<file path="config.mk">
export PLATFORM = sky130hd
export DESIGN_NAME = isolde_xif_coproc_responder
export DESIGN_NICKNAME = d
export VERILOG_FILES = /design/src/rtl/isolde_xif_coproc_responder.sv
export SDC_FILE = /design/constraint.sdc
export NUM_CORES = 1
export LEC_CHECK = 0
export CELL_PAD_IN_SITES_DETAIL_PLACEMENT = 1
export CELL_PAD_IN_SITES_GLOBAL_PLACEMENT = 2
export CORE_MARGIN = 2
export CORE_UTILIZATION = 30
export CTS_BUF_LIST = sky130_fd_sc_hd__clkbuf_16
export DETAILED_ROUTE_END_ITERATION = 12
export PLACE_DENSITY_LB_ADDON = 0.1
export SLEW_MARGIN = 15
export SYNTH_ARGS = -nofsm -noshare
export SYNTH_HDL_FRONTEND = slang
export SYNTH_SLANG_ARGS = --single-unit
export TNS_END_PERCENT = 20
</file>
<file path="constraint.sdc">
create_clock -name clk_i -period 11 [get_ports clk_i]
set_clock_uncertainty 0.1 [all_clocks]
set_input_delay 2.2 -clock clk_i [delete_from_list [all_inputs] [get_ports clk_i]]
set_output_delay 2.2 -clock clk_i [all_outputs]
set_load 0.01 [all_outputs]
</file>
<file path="src/rtl/isolde_xif_coproc_responder.sv">
// ============================================================================
// isolde_xif_coproc_responder
// CV-X-IF coprocessor endpoint with an in-order offload FIFO and a small
// fixed-latency ALU.
// Rev 1.0
// ============================================================================
`default_nettype none

module isolde_xif_coproc_responder #(
  parameter int unsigned FifoDepth   = 4,
  parameter int unsigned IdWidth     = 4,
  parameter int unsigned Latency     = 2,
  parameter logic [6:0]  OpcodeMatch = 7'h0B
) (
  input  logic               clk_i,
  input  logic               rst_i,
  input  logic               issue_valid_i,
  output logic               issue_ready_o,
  input  logic [31:0]        issue_instr_i,
  input  logic [IdWidth-1:0] issue_id_i,
  input  logic [95:0]        issue_rs_i,
  input  logic [2:0]         issue_rs_valid_i,
  output logic               issue_accept_o,
  output logic               issue_writeback_o,
  input  logic               commit_valid_i,
  input  logic [IdWidth-1:0] commit_id_i,
  input  logic               commit_kill_i,
  output logic               result_valid_o,
  input  logic               result_ready_i,
  output logic [IdWidth-1:0] result_id_o,
  output logic [31:0]        result_data_o,
  output logic [4:0]         result_rd_o,
  output logic               result_we_o,
  output logic               busy_o
);

  localparam int unsigned PtrW = $clog2(FifoDepth);
  localparam int unsigned CntW = (Latency > 1) ? $clog2(Latency) : 1;

  localparam logic [1:0] S_IDLE   = 2'd0;
  localparam logic [1:0] S_EXEC   = 2'd1;
  localparam logic [1:0] S_RESULT = 2'd2;

  // Entry storage; status bits are packed so the commit search is a simple loop
  logic [IdWidth-1:0] id_q  [FifoDepth];
  logic [2:0]         f3_q  [FifoDepth];
  logic [31:0]        rs1_q [FifoDepth];
  logic [31:0]        rs2_q [FifoDepth];
  logic [31:0]        rs3_q [FifoDepth];
  logic [4:0]         rd_q  [FifoDepth];
  logic [FifoDepth-1:0] valid_q, committed_q, killed_q;

  logic [PtrW-1:0] wptr_q, rptr_q;
  logic [PtrW:0]   count_q;
  logic [1:0]      state_q, state_d;
  logic [CntW-1:0] cnt_q, cnt_d;

  logic [2:0]  dec_f3;
  logic [4:0]  dec_rd;
  logic        f3_ok, claimed, need_rs3, ops_ok, full, push, pop, load_res;
  logic        same_id_commit;
  logic [31:0] alu_res;
  logic        unused_instr;

  assign dec_f3       = issue_instr_i[14:12];
  assign dec_rd       = issue_instr_i[11:7];
  assign unused_instr = ^issue_instr_i[31:15];

  always_comb begin
    case (dec_f3)
      3'b000, 3'b001, 3'b010, 3'b100: f3_ok = 1'b1;
      default:                        f3_ok = 1'b0;
    endcase
  end

  assign claimed  = (issue_instr_i[6:0] == OpcodeMatch) && f3_ok;
  assign need_rs3 = claimed && (dec_f3 == 3'b100);
  assign ops_ok   = !claimed ||
                    (issue_rs_valid_i[0] && issue_rs_valid_i[1] &&
                     (!need_rs3 || issue_rs_valid_i[2]));
  assign full     = (count_q == (PtrW+1)'(FifoDepth));

  assign issue_ready_o     = !rst_i && !full && ops_ok;
  assign push              = issue_valid_i && issue_ready_o && claimed;
  assign issue_accept_o    = push;
  assign issue_writeback_o = push && (dec_rd != 5'd0);

  // A commit/kill in the issue cycle for the incoming id lands on the new entry
  assign same_id_commit = commit_valid_i && (commit_id_i == issue_id_i);

  always_comb begin
    case (f3_q[rptr_q])
      3'b000:  alu_res = rs1_q[rptr_q] + rs2_q[rptr_q];
      3'b001:  alu_res = rs1_q[rptr_q] - rs2_q[rptr_q];
      3'b010:  alu_res = rs1_q[rptr_q] ^ rs2_q[rptr_q];
      default: alu_res = rs1_q[rptr_q] + rs2_q[rptr_q] + rs3_q[rptr_q];
    endcase
  end

  always_comb begin
    state_d  = state_q;
    cnt_d    = cnt_q;
    pop      = 1'b0;
    load_res = 1'b0;
    case (state_q)
      S_IDLE: begin
        if (valid_q[rptr_q]) begin
          if (killed_q[rptr_q]) begin
            pop = 1'b1;
          end else if (committed_q[rptr_q]) begin
            state_d = S_EXEC;
            cnt_d   = CntW'(Latency - 1);
          end
        end
      end
      S_EXEC: begin
        if (cnt_q == '0) begin
          load_res = 1'b1;
          state_d  = S_RESULT;
        end else begin
          cnt_d = cnt_q - 1'b1;
        end
      end
      S_RESULT: begin
        if (result_ready_i) begin
          pop     = 1'b1;
          state_d = S_IDLE;
        end
      end
      default: state_d = S_IDLE;
    endcase
  end

  always_ff @(posedge clk_i) begin
    if (rst_i) begin
      state_q        <= S_IDLE;
      cnt_q          <= '0;
      wptr_q         <= '0;
      rptr_q         <= '0;
      count_q        <= '0;
      valid_q        <= '0;
      committed_q    <= '0;
      killed_q       <= '0;
      result_valid_o <= 1'b0;
      result_id_o    <= '0;
      result_data_o  <= '0;
      result_rd_o    <= '0;
      result_we_o    <= 1'b0;
    end else begin
      state_q <= state_d;
      cnt_q   <= cnt_d;

      for (int i = 0; i < FifoDepth; i++) begin
        if (commit_valid_i && valid_q[i] && (id_q[i] == commit_id_i)) begin
          if (commit_kill_i) killed_q[i]    <= 1'b1;
          else               committed_q[i] <= 1'b1;
        end
      end

      if (push) begin
        valid_q[wptr_q]     <= 1'b1;
        committed_q[wptr_q] <= same_id_commit && !commit_kill_i;
        killed_q[wptr_q]    <= same_id_commit && commit_kill_i;
        wptr_q              <= wptr_q + 1'b1;
      end

      if (pop) begin
        valid_q[rptr_q] <= 1'b0;
        rptr_q          <= rptr_q + 1'b1;
      end

      case ({push, pop})
        2'b10:   count_q <= count_q + 1'b1;
        2'b01:   count_q <= count_q - 1'b1;
        default: count_q <= count_q;
      endcase

      if (load_res) begin
        result_valid_o <= 1'b1;
        result_id_o    <= id_q[rptr_q];
        result_data_o  <= alu_res;
        result_rd_o    <= rd_q[rptr_q];
        result_we_o    <= (rd_q[rptr_q] != 5'd0);
      end else if ((state_q == S_RESULT) && result_ready_i) begin
        result_valid_o <= 1'b0;
      end
    end
  end

  // Payload needs no reset: it is only read while the matching valid bit is set
  always_ff @(posedge clk_i) begin
    if (push) begin
      id_q[wptr_q]  <= issue_id_i;
      f3_q[wptr_q]  <= dec_f3;
      rs1_q[wptr_q] <= issue_rs_i[31:0];
      rs2_q[wptr_q] <= issue_rs_i[63:32];
      rs3_q[wptr_q] <= issue_rs_i[95:64];
      rd_q[wptr_q]  <= dec_rd;
    end
  end

  assign busy_o = (count_q != '0) || (state_q != S_IDLE);

endmodule

`default_nettype wire

</file>
==> impl_metrics.json <==
{
  "status": "completed",
  "min_delay_path_depth": 2,
  "grt_max_degree": 54,
  "critPathMaxFanout": 27,
  "fin_cells": 3123,
  "ys_seq_area_share_pct": 58.1,
  "rr_endpoint": "result_data_o[31]",
  "htreeDepth": 2,
  "pin_count": 192,
  "rsz0062_at_grt": "no",
  "max_freq_mhz": 127,
  "synth.distinct_cells": 89,
  "drive_gt1_share_pct": 13.2,
  "cts_root_buf": "clkbuf_16",
  "endpoint_kind": "register",
  "synthFlopType": "edfxtp_1",
  "via_count": 15981,
  "synthToLayoutAreaGrowth_pct": 20.1,
  "synth_edf_count": 432,
  "power.density_mw_per_mm2": 139,
  "clk_path_buf_depth": 3,
  "first_pass_iters": 5,
  "num_rows": 105,
  "grt.overflow.total": 0,
  "hpwl_um": 51700,
  "path_clk_slew_ns": 0.06,
  "ctsResizeCount": 0,
  "cts_tree": "built",
  "crit_type": "reg -> reg",
  "cap_viol_max_count": 0,
  "placed_area_mm2": 0.0276,
  "relSlewSlack_pct": 28.0,
  "routed_wirelength_um": 73900,
  "avgRoutedWirePerCell_um": 23.7,
  "final_common_cell": "edfxtp_1",
  "nNetsFinal": 2252,
  "totalPowerFinal_mw": 4.11,
  "start_util_pct": 30.1,
  "drc": 0,
  "crit_path_start_kind": "register",
  "syn_area_per_cell_um2": 13.4,
  "placedCellCount": 3012,
  "worstPathArrival_ns": 8.29,
  "worstMarginPinSlew_ns": 1.05,
  "mostFrequentLayoutCells": "edfxtp_1 (432), clkdlybuf4s50_1 (173), nor2_1 (137), a21oi_1 (131), mux4_2 (108)",
  "required_ns": 11.39,
  "portBuffers": 174,
  "leakage_nw": 9.85,
  "hold_end": "result_we_o",
  "cts.sinks": 499,
  "ys_seq_elements": 499,
  "grt_pass1_wl_um": 112000,
  "die-height_um": 290,
  "timing.hold.ws_ns": 0.353,
  "via_per_inst": 5.12,
  "synth_fp_nets": 2081,
  "r2r_setup_slack_ns": 3.10,
  "final_area_mm2": 0.0296,
  "cts_buffers": 58,
  "hp-class": "reg -> reg",
  "async_flop_share_pct": 0,
  "reg2regPathDepth": 26,
  "post_cts_buffers": 0,
  "final-setup-viol-count": 0,
  "insertion_delay_ns": 0.62,
  "hp-start": "result_we_o",
  "globalRouteTotalUtil_pct": 17.5,
  "layout_min_cycle_time_ns": 7.90,
  "ir_drop_uv": 108,
  "first_iter_violations": 785,
  "setup_tns_ns": 0,
  "yosysWarnings": 0,
  "slew_viol_final": 0,
  "die_width_um": 290,
  "grt_pass1_vias": 17107,
  "hold_buffers": 0,
  "fillers": 8581,
  "finalCritPeriodShare_pct": 71.8,
  "core-area_mm2": 0.0817,
  "antenna_found_initial": 0,
  "hold_viol_final": 0,
  "gp_congestion": 0.793,
  "synth_cells": 1831,
  "antenna_left": 0,
  "synth_area_mm2": 0.0246,
  "die_area_mm2": 0.0844
}
-- layer usage --
layer	part of all wire, %	GRT usage [%]	wire length (µm)	up-vias
li1	-	-	-	7443
met2	50	30.4	36700	257
met4	1.7	3.65	1280	0
met3	3.4	2.50	2550	86
met5	0	0	0	-
met1	45	23.2	33400	8195
-- layout make-up --
cell class	instances	area, µm²	share of cell area, %
Sequential cell	499	14300	48.4
Multi-Input combinational cell	1145	9610	32.5
Timing Repair Buffer	205	1970	6.66
Clock buffer	59	1480	4.99
Tap cell	1070	1340	4.53
Clock inverter	51	492	1.66
Inverter	93	359	1.21
Antenna cell	1	2.50	0.00846
-- worst max-delay path by stage --
stage | start | end | slack (ns) | cells after the start
final | register | result_data_o[31] | 3.10 | 26
after floorplan | register | result_data_o[30] | 3.32 | 28
after global routing | register | result_data_o[31] | 2.37 | 26
after global placement | register | result_data_o[31] | 3.06 | 26
after CTS | register | result_data_o[31] | 2.95 | 26
after detailed placement | register | result_data_o[31] | 3.01 | 26
-- sequential cells by signal, summed over array words and instances, names as in the netlist, 3 cells and up, named ones only --
name           cells
f3_q              12
rs2_q            128
result_data_o     32
id_q              16
result_id_o        4
killed_q           4
rd_q              20
valid_q            4
rs1_q            128
committed_q        4
rs3_q            128
count_q            3
result_rd_o        5
-- synth_stat cells, drive strengths merged, types with 10 or more instances --
cell type / instances / area, µm²
a211oi: 32 / 245
a21o: 25 / 188
a21oi: 132 / 661
a221oi: 12 / 105
a31oi: 23 / 159
buf: 29 / 134
clkbuf: 65 / 244
dfxtp: 67 / 1340
edfxtp: 432 / 13000
ha: 101 / 1260
inv: 93 / 349
mux4: 108 / 2430
nand2: 109 / 412
nand3: 23 / 115
nand4: 10 / 62.6
nor2: 137 / 514
nor2b: 15 / 93.8
nor3: 31 / 175
nor4: 11 / 83.8
o211ai: 18 / 140
o21a: 11 / 82.6
o21ai: 70 / 350
o21bai: 16 / 124
o221ai: 17 / 149
o31ai: 14 / 105
or3: 10 / 62.6
xnor2: 56 / 490
xor2: 31 / 272
-- per-stage QoR --
stage / worst slack [ns] / utilization (%)
global route: 2.37 / 36.2
CTS: 2.95 / 36.2
finish: 3.10 / 36.2
global placement: 3.06 / 33.8
detailed placement: 3.01 / 33.8
floorplan: 3.32 / -
-- cell families after synthesis --
family | share of synthesized area (%)
buf+inv | 2.95
flops | 58.1
simple gates | 7.51
xor+xnor | 3.55
fa+ha+maj | 5.46
mux | 10.5
compound gates | 11.9
-- report_power, final --
group / switching (mW) / internal (mW)
Clock: 0.789 / 1.19
Sequential: 0.0000712 / 2.05
Combinational: 0.0393 / 0.0459
-- worst max-delay path: stages (launching register included) --
cell and delay [ns]:
dfxtp_4 0.59, buf_4 0.46, mux4_2 0.41, ha_1 0.23
inv_1 0.08, fa_1 0.29, nor3_2 0.08, o311ai_1 0.57
nand3_1 0.40, a21oi_1 0.26, o21bai_1 0.15, a21oi_1 0.18
o21ai_0 0.20, a221o_1 0.44, xnor2_1 0.16, ha_1 0.37
nand3_1 0.09, nor2_1 0.13, or2_2 0.12, o211ai_1 0.12
a21oi_1 0.53, nand3_1 0.14, o31ai_1 0.62, a311oi_2 0.34
a211oi_1 0.42, o31a_1 0.19, nand3_1 0.07
Power figures use the tool's default switching activity.
